## config.mk

```make
export PLATFORM = sky130hd
export DESIGN_NAME = arb_requester_flat
export DESIGN_NICKNAME = d
export VERILOG_FILES = /design/src/rtl/arb_requester_if.sv /design/src/rtl/arb_requester.sv /design/src/flat_wrapper.sv
export SDC_FILE = /design/constraint.sdc
export NUM_CORES = 1
export LEC_CHECK = 0
export BUFFER_PORTS_ARGS = -buffer_cell sky130_fd_sc_hd__buf_2
export CORE_ASPECT_RATIO = 1.4
export CORE_MARGIN = 1
export CORE_UTILIZATION = 36
export CTS_CLUSTER_DIAMETER = 80
export CTS_CLUSTER_SIZE = 12
export DETAILED_ROUTE_END_ITERATION = 16
export GPL_ROUTABILITY_DRIVEN = 0
export GPL_TIMING_DRIVEN = 0
export HOLD_SLACK_MARGIN = 0.02
export PLACE_DENSITY = 0.85
export RECOVER_POWER = 50
export SYNTH_ARGS = -nofsm -noshare
export SYNTH_HDL_FRONTEND = slang
export SYNTH_SLANG_ARGS = --single-unit
```

## constraint.sdc

```tcl
create_clock -name CLK -period 4.5 [get_ports CLK]
set_clock_uncertainty 0.05 [all_clocks]
set_input_delay 0.9 -clock CLK [delete_from_list [all_inputs] [get_ports CLK]]
set_output_delay 0.9 -clock CLK [all_outputs]
set_load 0.01 [all_outputs]
```

## src/rtl/arb_requester_if.sv

```systemverilog
`default_nettype none
// ============================================================================
// Module  : arb_requester_if
// Purpose : Input-buffer, arbiter and crossbar signals of one switch input port
// Rev     : 1.0
// ============================================================================
interface arb_requester_if #(
    parameter int NUM_OUTPUTS = 4,
    parameter int NUM_INPUTS  = 4,
    parameter int FLIT_W      = 32,
    parameter int DEST_W      = 4
);
    localparam int SEL_W = (NUM_INPUTS > 1) ? $clog2(NUM_INPUTS) : 1;

    logic                         in_valid;
    logic                         in_ready;
    logic [FLIT_W-1:0]            in_data;
    logic                         in_last;
    logic [NUM_OUTPUTS-1:0]       bid;
    logic [NUM_OUTPUTS*SEL_W-1:0] sel;
    logic [NUM_OUTPUTS-1:0]       sel_valid;
    logic                         out_valid;
    logic                         out_ready;
    logic [FLIT_W-1:0]            out_data;
    logic                         out_last;
    logic [DEST_W-1:0]            out_dest;
    logic                         drop_err;

    // Requester side
    modport master (
        input  in_valid, in_data, in_last, sel, sel_valid, out_ready,
        output in_ready, bid, out_valid, out_data, out_last, out_dest, drop_err
    );

    // Environment side: input buffer, arbiters and crossbar
    modport slave (
        output in_valid, in_data, in_last, sel, sel_valid, out_ready,
        input  in_ready, bid, out_valid, out_data, out_last, out_dest, drop_err
    );
endinterface
`default_nettype wire

```

## src/rtl/arb_requester.sv

```systemverilog
`default_nettype none
// ============================================================================
// Module  : arb_requester
// Purpose : Round-robin arbitration requester for one switch input port.
//           Optional starve flag enabled by macro ARB_REQ_STARVE_EN.
// Rev     : 1.0
// ============================================================================
module arb_requester #(
    parameter int NUM_OUTPUTS  = 4,
    parameter int NUM_INPUTS   = 4,
    parameter int PORT_ID      = 0,
    parameter int FLIT_W       = 32,
    parameter int DEST_W       = 4
`ifdef ARB_REQ_STARVE_EN
    ,
    parameter int STARVE_LIMIT = 255
`endif
) (
    input  logic            CLK,
    input  logic            nRST,
`ifdef ARB_REQ_STARVE_EN
    output logic            starve,
`endif
    arb_requester_if.master bus
);
    localparam int               SEL_W  = (NUM_INPUTS > 1) ? $clog2(NUM_INPUTS) : 1;
    localparam logic [SEL_W-1:0] MY_SEL = SEL_W'(PORT_ID);

    typedef enum logic [2:0] {
        IDLE    = 3'd0,
        BID     = 3'd1,
        XFER    = 3'd2,
        RELEASE = 3'd3,
        DROP    = 3'd4
    } state_t;

    state_t                 state, state_nx;
    logic [DEST_W-1:0]      dest_q, dest_nx, head_dest;
    logic [NUM_OUTPUTS-1:0] bid_q, bid_nx;
    logic                   drop_err_q, drop_err_nx;
    logic                   head_ok, grant, pick_valid;
    logic [SEL_W-1:0]       pick_sel;
    logic [FLIT_W-1:0]      xfer_data;

    assign head_dest = bus.in_data[DEST_W-1:0];
    assign head_ok   = 32'(head_dest) < NUM_OUTPUTS;

    // Only the arbiter of the latched destination can grant us
    always_comb begin
        pick_valid = 1'b0;
        pick_sel   = '0;
        for (int o = 0; o < NUM_OUTPUTS; o++) begin
            if (32'(dest_q) == 32'(o)) begin
                pick_valid = bus.sel_valid[o];
                pick_sel   = bus.sel[o*SEL_W +: SEL_W];
            end
        end
        grant = pick_valid && (pick_sel == MY_SEL);
    end

    always_comb begin
        state_nx      = state;
        dest_nx       = dest_q;
        drop_err_nx   = 1'b0;
        bus.in_ready  = 1'b0;
        bus.out_valid = 1'b0;
        bus.out_last  = 1'b0;
        xfer_data     = '0;
        bid_nx        = '0;
        case (state)
            IDLE: begin
                if (bus.in_valid) begin
                    if (head_ok) begin
                        dest_nx  = head_dest;
                        state_nx = BID;
                    end else begin
                        drop_err_nx = 1'b1;
                        state_nx    = DROP;
                    end
                end
            end
            BID: begin
                if (grant) state_nx = XFER;
            end
            XFER: begin
                bus.out_valid = bus.in_valid;
                bus.out_last  = bus.in_last;
                xfer_data     = bus.in_data;
                bus.in_ready  = bus.out_ready;
                if (bus.in_valid && bus.out_ready && bus.in_last) state_nx = RELEASE;
            end
            // One bid-free cycle lets the arbiter register the drop before any re-bid
            RELEASE: state_nx = IDLE;
            DROP: begin
                bus.in_ready = 1'b1;
                if (bus.in_valid && bus.in_last) state_nx = IDLE;
            end
            default: state_nx = IDLE;
        endcase
        for (int o = 0; o < NUM_OUTPUTS; o++) begin
            bid_nx[o] = ((state_nx == BID) || (state_nx == XFER)) && (32'(dest_nx) == 32'(o));
        end
    end

    always_ff @(posedge CLK or negedge nRST) begin
        if (!nRST) begin
            state      <= IDLE;
            dest_q     <= '0;
            bid_q      <= '0;
            drop_err_q <= 1'b0;
        end else begin
            state      <= state_nx;
            dest_q     <= dest_nx;
            bid_q      <= bid_nx;
            drop_err_q <= drop_err_nx;
        end
    end

    assign bus.bid      = bid_q;
    assign bus.drop_err = drop_err_q;
    assign bus.out_dest = dest_q;
    assign bus.out_data = xfer_data;

`ifdef ARB_REQ_STARVE_EN
    localparam int CNT_W = (STARVE_LIMIT > 0) ? $clog2(STARVE_LIMIT + 1) : 1;
    localparam logic [CNT_W-1:0] LIMIT = CNT_W'(STARVE_LIMIT);

    logic [CNT_W-1:0] wait_cnt;

    always_ff @(posedge CLK or negedge nRST) begin
        if (!nRST) begin
            wait_cnt <= '0;
        end else if ((state != BID) || (state_nx != BID)) begin
            wait_cnt <= '0;
        end else if (wait_cnt < LIMIT) begin
            wait_cnt <= wait_cnt + CNT_W'(1);
        end
    end

    assign starve = (state == BID) && (wait_cnt >= LIMIT);
`endif
endmodule
`default_nettype wire
```

## src/flat_wrapper.sv

```systemverilog
// flat-port wrapper written by rule: the top's interface ports become plain ports
module arb_requester_flat 
#(
    parameter int NUM_OUTPUTS  = 4,
    parameter int NUM_INPUTS   = 4,
    parameter int PORT_ID      = 0,
    parameter int FLIT_W       = 32,
    parameter int DEST_W       = 4

)
  (CLK, nRST, bus_in_valid, bus_in_data, bus_in_last, bus_sel, bus_sel_valid, bus_out_ready, bus_in_ready, bus_bid, bus_out_valid, bus_out_data, bus_out_last, bus_out_dest, bus_drop_err);
  arb_requester_if #(.NUM_OUTPUTS(NUM_OUTPUTS), .NUM_INPUTS(NUM_INPUTS), .FLIT_W(FLIT_W), .DEST_W(DEST_W)) bus_i ();
  input  logic CLK;
  input  logic nRST;
  input wire logic [$bits(bus_i.in_valid)-1:0] bus_in_valid;
  input wire logic [$bits(bus_i.in_data)-1:0] bus_in_data;
  input wire logic [$bits(bus_i.in_last)-1:0] bus_in_last;
  input wire logic [$bits(bus_i.sel)-1:0] bus_sel;
  input wire logic [$bits(bus_i.sel_valid)-1:0] bus_sel_valid;
  input wire logic [$bits(bus_i.out_ready)-1:0] bus_out_ready;
  output wire logic [$bits(bus_i.in_ready)-1:0] bus_in_ready;
  output wire logic [$bits(bus_i.bid)-1:0] bus_bid;
  output wire logic [$bits(bus_i.out_valid)-1:0] bus_out_valid;
  output wire logic [$bits(bus_i.out_data)-1:0] bus_out_data;
  output wire logic [$bits(bus_i.out_last)-1:0] bus_out_last;
  output wire logic [$bits(bus_i.out_dest)-1:0] bus_out_dest;
  output wire logic [$bits(bus_i.drop_err)-1:0] bus_drop_err;
  assign bus_i.in_valid = bus_in_valid;
  assign bus_i.in_data = bus_in_data;
  assign bus_i.in_last = bus_in_last;
  assign bus_i.sel = bus_sel;
  assign bus_i.sel_valid = bus_sel_valid;
  assign bus_i.out_ready = bus_out_ready;
  assign bus_in_ready = bus_i.in_ready;
  assign bus_bid = bus_i.bid;
  assign bus_out_valid = bus_i.out_valid;
  assign bus_out_data = bus_i.out_data;
  assign bus_out_last = bus_i.out_last;
  assign bus_out_dest = bus_i.out_dest;
  assign bus_drop_err = bus_i.drop_err;
  arb_requester #(.NUM_OUTPUTS(NUM_OUTPUTS), .NUM_INPUTS(NUM_INPUTS), .PORT_ID(PORT_ID), .FLIT_W(FLIT_W), .DEST_W(DEST_W)) u_core (.CLK(CLK), .nRST(nRST), .bus(bus_i));
endmodule
```

# --- Yosys cells after proc, flatten, opt, wreduce, memory -nomap -nowiden ---
# Index checks and enable logic that the tools add are counted.
classes:
  n_eq_ne: 11
  muxes: 24
  n_div: 0
  shift: 0
  n_bitwise: 0
  n_mul: 0
  n_lt_le_gt_ge: 1
  n_reduce_logical: 13
  add_sub_neg: 0
op_table:
  columns: ["operator", "count"]
  rows:
  - ["$mux W32", 1]
  - ["$eq A4 B2 Y1 const B", 4]
  - ["$mux W3", 5]
  - ["$mux W4", 3]
  - ["$pmux W3 S4", 1]
  - ["$mux W1", 9]
  - ["$eq A4 B1 Y1 const B", 2]
  - ["$logic_and A1 B1 Y1", 8]
  - ["$logic_not A4 Y1", 2]
  - ["$mux W2", 4]
  - ["$eq A3 B1 Y1 const B", 2]
  - ["$eq A3 B2 Y1 const B", 2]
  - ["$lt A4 B3 Y1 const B", 1]
  - ["$eq A3 B3 Y1 const B", 1]
  - ["$logic_not A3 Y1", 1]
  - ["$logic_not A2 Y1", 1]
  - ["$pmux W1 S2", 1]
  - ["$logic_or A1 B1 Y1", 1]
totals:
  output_inout_bits: 44
  memories: 0
  in_bits: 49
  latch_bits: 0
  wordCells: 53
  reg_bits: 12
  ramBits: 0
  romBits: 0

# --- Longest topological paths before layout ---
logic_depth:
  ltp_word: 12
  mapped_depth: 7
  ltp_nobuf: 5

# --- Worst setup path after synthesis ---
# OpenSTA, ideal clock, no wires.
synth_timing:
  path_kind: "input to register"
  startpoint: "input bus_in_valid"
  endpoint: "register u_core.bid_q[1], in the netlist u_core.bus.bid[1]"
  setup_ns: 0.115
  slack_ns: 2.242
  arrival_ns: 2.093
  cell_stages: 6
  n_path_buf: 1
  t_required_ns: 4.335
  path_cell_list: "or4b_4 > or3_1 > buf_6 > mux2i_4 > inv_2 > nor2_1"
synth_between:
  word_cells_on_any_way: 14
  classes_between: "eq/ne: 3; mux: 6; reduce/logical: 5"
synth_lines:
  columns: ["element", "line_no", "rtl"]
  rows:
  - ["start, declared", "flat_wrapper.sv:15", "input wire logic [$bits(bus_i.in_valid)-1:0] bus_in_valid;"]
  - ["$mux W4", "arb_requester.sv:72", "if (bus.in_valid) begin"]
  - ["$mux W4", "arb_requester.sv:70", "case (state)"]
  - ["named net u_core.dest_nx[1]", "arb_requester.sv:38", "logic [DEST_W-1:0] dest_q, dest_nx, head_dest;"]
  - ["$eq A4 B1 Y1", "arb_requester.sv:101", "bid_nx[o] = ((state_nx == BID) || (state_nx == XFER)) && (32'(dest_nx) == 32'(o));"]
  - ["$logic_and A1 B1 Y1", "arb_requester.sv:101", null]
  - ["named net u_core.bid_nx[1]", "arb_requester.sv:39", "logic [NUM_OUTPUTS-1:0] bid_q, bid_nx;"]
  - ["end signal, assigned", "arb_requester.sv:114", "bid_q <= bid_nx;"]
  - ["end, declared", "arb_requester.sv:39", null]
# The timed path passes the listed nets, and every way through them passes these cells.

# --- Worst setup path in the final report ---
layout_timing:
  startpoint: "register u_core.state[1]"
  endpoint: "output bus_out_data[27]"
layout_between:
  elab_chain_len: 2
layout_rtl:
  columns: ["element", "line_no", "rtl"]
  rows:
  - ["start, declared", "arb_requester.sv:37", "state_t state, state_nx;"]
  - ["start signal, assigned", "arb_requester.sv:112", "state <= state_nx;"]
  - ["$eq A3 B2 Y1", "arb_requester.sv:70", null]
  - ["$mux W32", "arb_requester.sv:70", null]
  - ["end, declared", "flat_wrapper.sv:24", "output wire logic [$bits(bus_i.out_data)-1:0] bus_out_data;"]
# Every way passes these cells.

==> results.cfg <==
[outcome]
status = complete, no violations

[routing]
wl_um = 2776
drcViolationCount = 0
wl_per_cell_um = 12.97
vias_per_cell = 5.084
num_vias = 1088
postRouteAntennaNets = 0
dr.pass1.iters = 4
drtIter0Drc = 28

[min_path]
hold_path_depth = 1
hold_path_class = reg2reg
holdPathEnd = u_core.bus.out_dest[2]
hp-start = u_core.bus.out_dest[2]

[clock_network]
root_buffer = clkbuf_4
cts_buffers = 3
clockBufferDepth = 2
clkTransAtPathRegs_ns = 0.08
cts_tree = done
post_cts_buffers = 0
postCtsResizedCells = 0
htree_levels = 1
cts.sinks = 12
clk_latency_ns = 0.28
hold_buffers = 0

[global_route]
antenna_found_initial = 0
grt_max_degree = 13
grt_pass1_vias = 1049
track_usage_pct = 23.22
grt_overflow = 0
grt_pass1_wl_um = 4326

[layout]
syn2layout_area_growth_pct = 60.61
final_layout_size_suffix_gt1_share_pct = 45.31
finalNonFillerCells = 214
insertedDiodeCount = 0
nNetsFinal = 242
fill_cells = 202

[sta]
relSlewSlack_pct = 53.85
final_hold_viol_count = 0
rsz0062_at_grt = no
min_period_over_period_pct = 67.50
whs_ns = 0.5031
worstMarginPinSlew_ns = 0.6869
setup_viol = 0
slew_viol_final = 0
fmax_mhz = 329.2
tns_ns = 0
fin_crit_ns = 3.038
setup_ws_ns = 1.462

[synth]
synth_area_per_cell_um2 = 8.537
synth.area.top_cells = dfrtp_1, and2_1, nor2_1
yosys-mux-area-fraction_pct = 2.748
synthXorXnorAreaFrac_pct = 1.069
synth_fa_ha_area_share_pct = 0
synth_seq_area_share_pct = 36.64
synth_top_family_by_area = simple AND/OR/NAND/NOR gates
synth.largest_area_cell = dfrtp_1
netlist_area_um2 = 819.5
synth_compound_area_share_pct = 11.15
synth-simple-area-share_pct = 43.66
ys_types = 29
yosysWarnings = 0
synth_cells = 96
synth_seq_cells = 12
synth_top_area_share_pct = 36.64
synth_nets = 145

[floorplanning]
die-area_um2 = 2474
core_um2 = 2152
die_h_um = 58.46
die_w_um = 42.33
initial_core_util_pct = 38.08
fp-row-count = 20
design.portCount = 93

[power]
max-vdd-ir-drop_mv = 0.1618
p_leak_uw = 0.0007737
power_density_nw_per_um2 = 350.6
p_total_uw = 461.5

[critical_path]
endpoint_kind = primary output
cpPeakStageDelay_ns = 0.58
cp_cell_sequence = inv_1 -> nor3_1 -> clkbuf_1 -> and2_1 -> buf_2
r2r_start = u_core.state[0]
rr_endpoint = u_core.bus.bid[0]
crit_type = reg2out
cp_data_required_time_ns = 3.55
worstSetupStartpointType = flop
worst-path-max-fanout = 10
reg2reg_slack_ns = 2.33
r2r_cells = 6
critPathArrivalTime_ns = 2.09
slowest_stage = nor3_1

[placed_design]
dp_hpwl_um = 2333
port_buffers = 92
place_ws_ns = 1.782
placedCellCount = 210

[job]
maxCapViolCount = 0
==> area by class of cell <==
type | instances | area, µm² | share of cell area [%]
buffer | 5 | 20.02 | 1.521
sequential | 12 | 300.3 | 22.81
clock buffer | 4 | 36.28 | 2.757
inverter | 3 | 11.26 | 0.8555
tap | 22 | 27.53 | 2.091
timing repair buffer | 92 | 444.2 | 33.75
multi-input combinational | 76 | 476.7 | 36.22
==> layer usage <==
layer | GRT usage, % | up-vias | wire length (µm)
met4 | 16.96 | 0 | 110
met5 | 0 | - | 0
met2 | 41.98 | 81 | 1453
met1 | 22.22 | 481 | 969
met3 | 6.135 | 13 | 243
li1 | - | 513 | -
==> worst max-delay path by stage <==
stage	slack [ns]	depth (start not counted)	to	startpoint
detailed placement	1.78	5	bus_out_data[27]	u_core.state[1]
global route	1.28	5	bus_out_data[8]	u_core.state[1]
floorplan	2.24	6	u_core.bus.bid[1]	bus_in_valid
global placement	1.87	5	bus_out_data[27]	u_core.state[1]
finish	1.46	5	bus_out_data[27]	u_core.state[1]
CTS	1.47	5	bus_out_data[27]	u_core.state[1]
==> sequential cells by signal (all words and copies together) (netlist names) <==
| register | flops |
|---|---|
| u_core.state | 3 |
| u_core.bus.bid | 4 |
| u_core.bus.drop_err | 1 |
| u_core.bus.out_dest | 4 |
==> kinds of logic (layout without fill, tap and decap cells) <==
kind of cell / count (synthesis) / in the layout
muxes: 1 / 1
DFF: 12 / 12
and+or+nand+nor: 61 / 61
buffers and inverters: 8 / 104
AOI/OAI and AO/OA: 13 / 13
xor gates and xnor gates: 1 / 1
==> Yosys cell counts (all sizes together) <==
library cell	number
or2	1
o311a	1
and2	36
or4b	2
nand2	4
or3	1
nor2	9
inv	3
xor2	1
a31oi	1
nor3	4
clkbuf	3
nor4b	1
nand3	1
nor3b	1
o31a	1
dfrtp	12
o211ai	1
o22a	2
a311oi	1
buf	2
o31ai	1
o21ai	3
a21oi	2
mux2i	1
nor2b	1
==> per-stage QoR <==
stage	cell area [µm²]	utilization (%)
after floorplan	819.5	-
after CTS	1344	62.44
after global routing	1316	61.16
after detailed placement	1308	60.76
after global placement	1308	60.76
final	1316	61.16
==> critical path: cells and delay by family, from the launching register on <==
family / cells / cell delay, ns
DFF: 1 / 0.46
and+or+nand+nor: 2 / 0.79
buffers and inverters: 3 / 0.56
==> report_power, final <==
group | internal [µW] | leakage [µW] | switching, µW
registers | 133 | 0.000161 | 27.6
logic | 93.8 | 0.000592 | 118
clock network | 49.3 | 0.0000210 | 39.4
==> cell usage in the layout, fill, tap and decap left out, drive strengths merged, types with 2 or more instances in the layout <==
cell,n
nor2,9
inv,3
nor3,4
buf,80
or4b,2
and2,36
clkbuf,21
nand2,4
o21ai,3
a21oi,2
o22a,2
dfrtp,12
(Power assumes the default switching activity.)
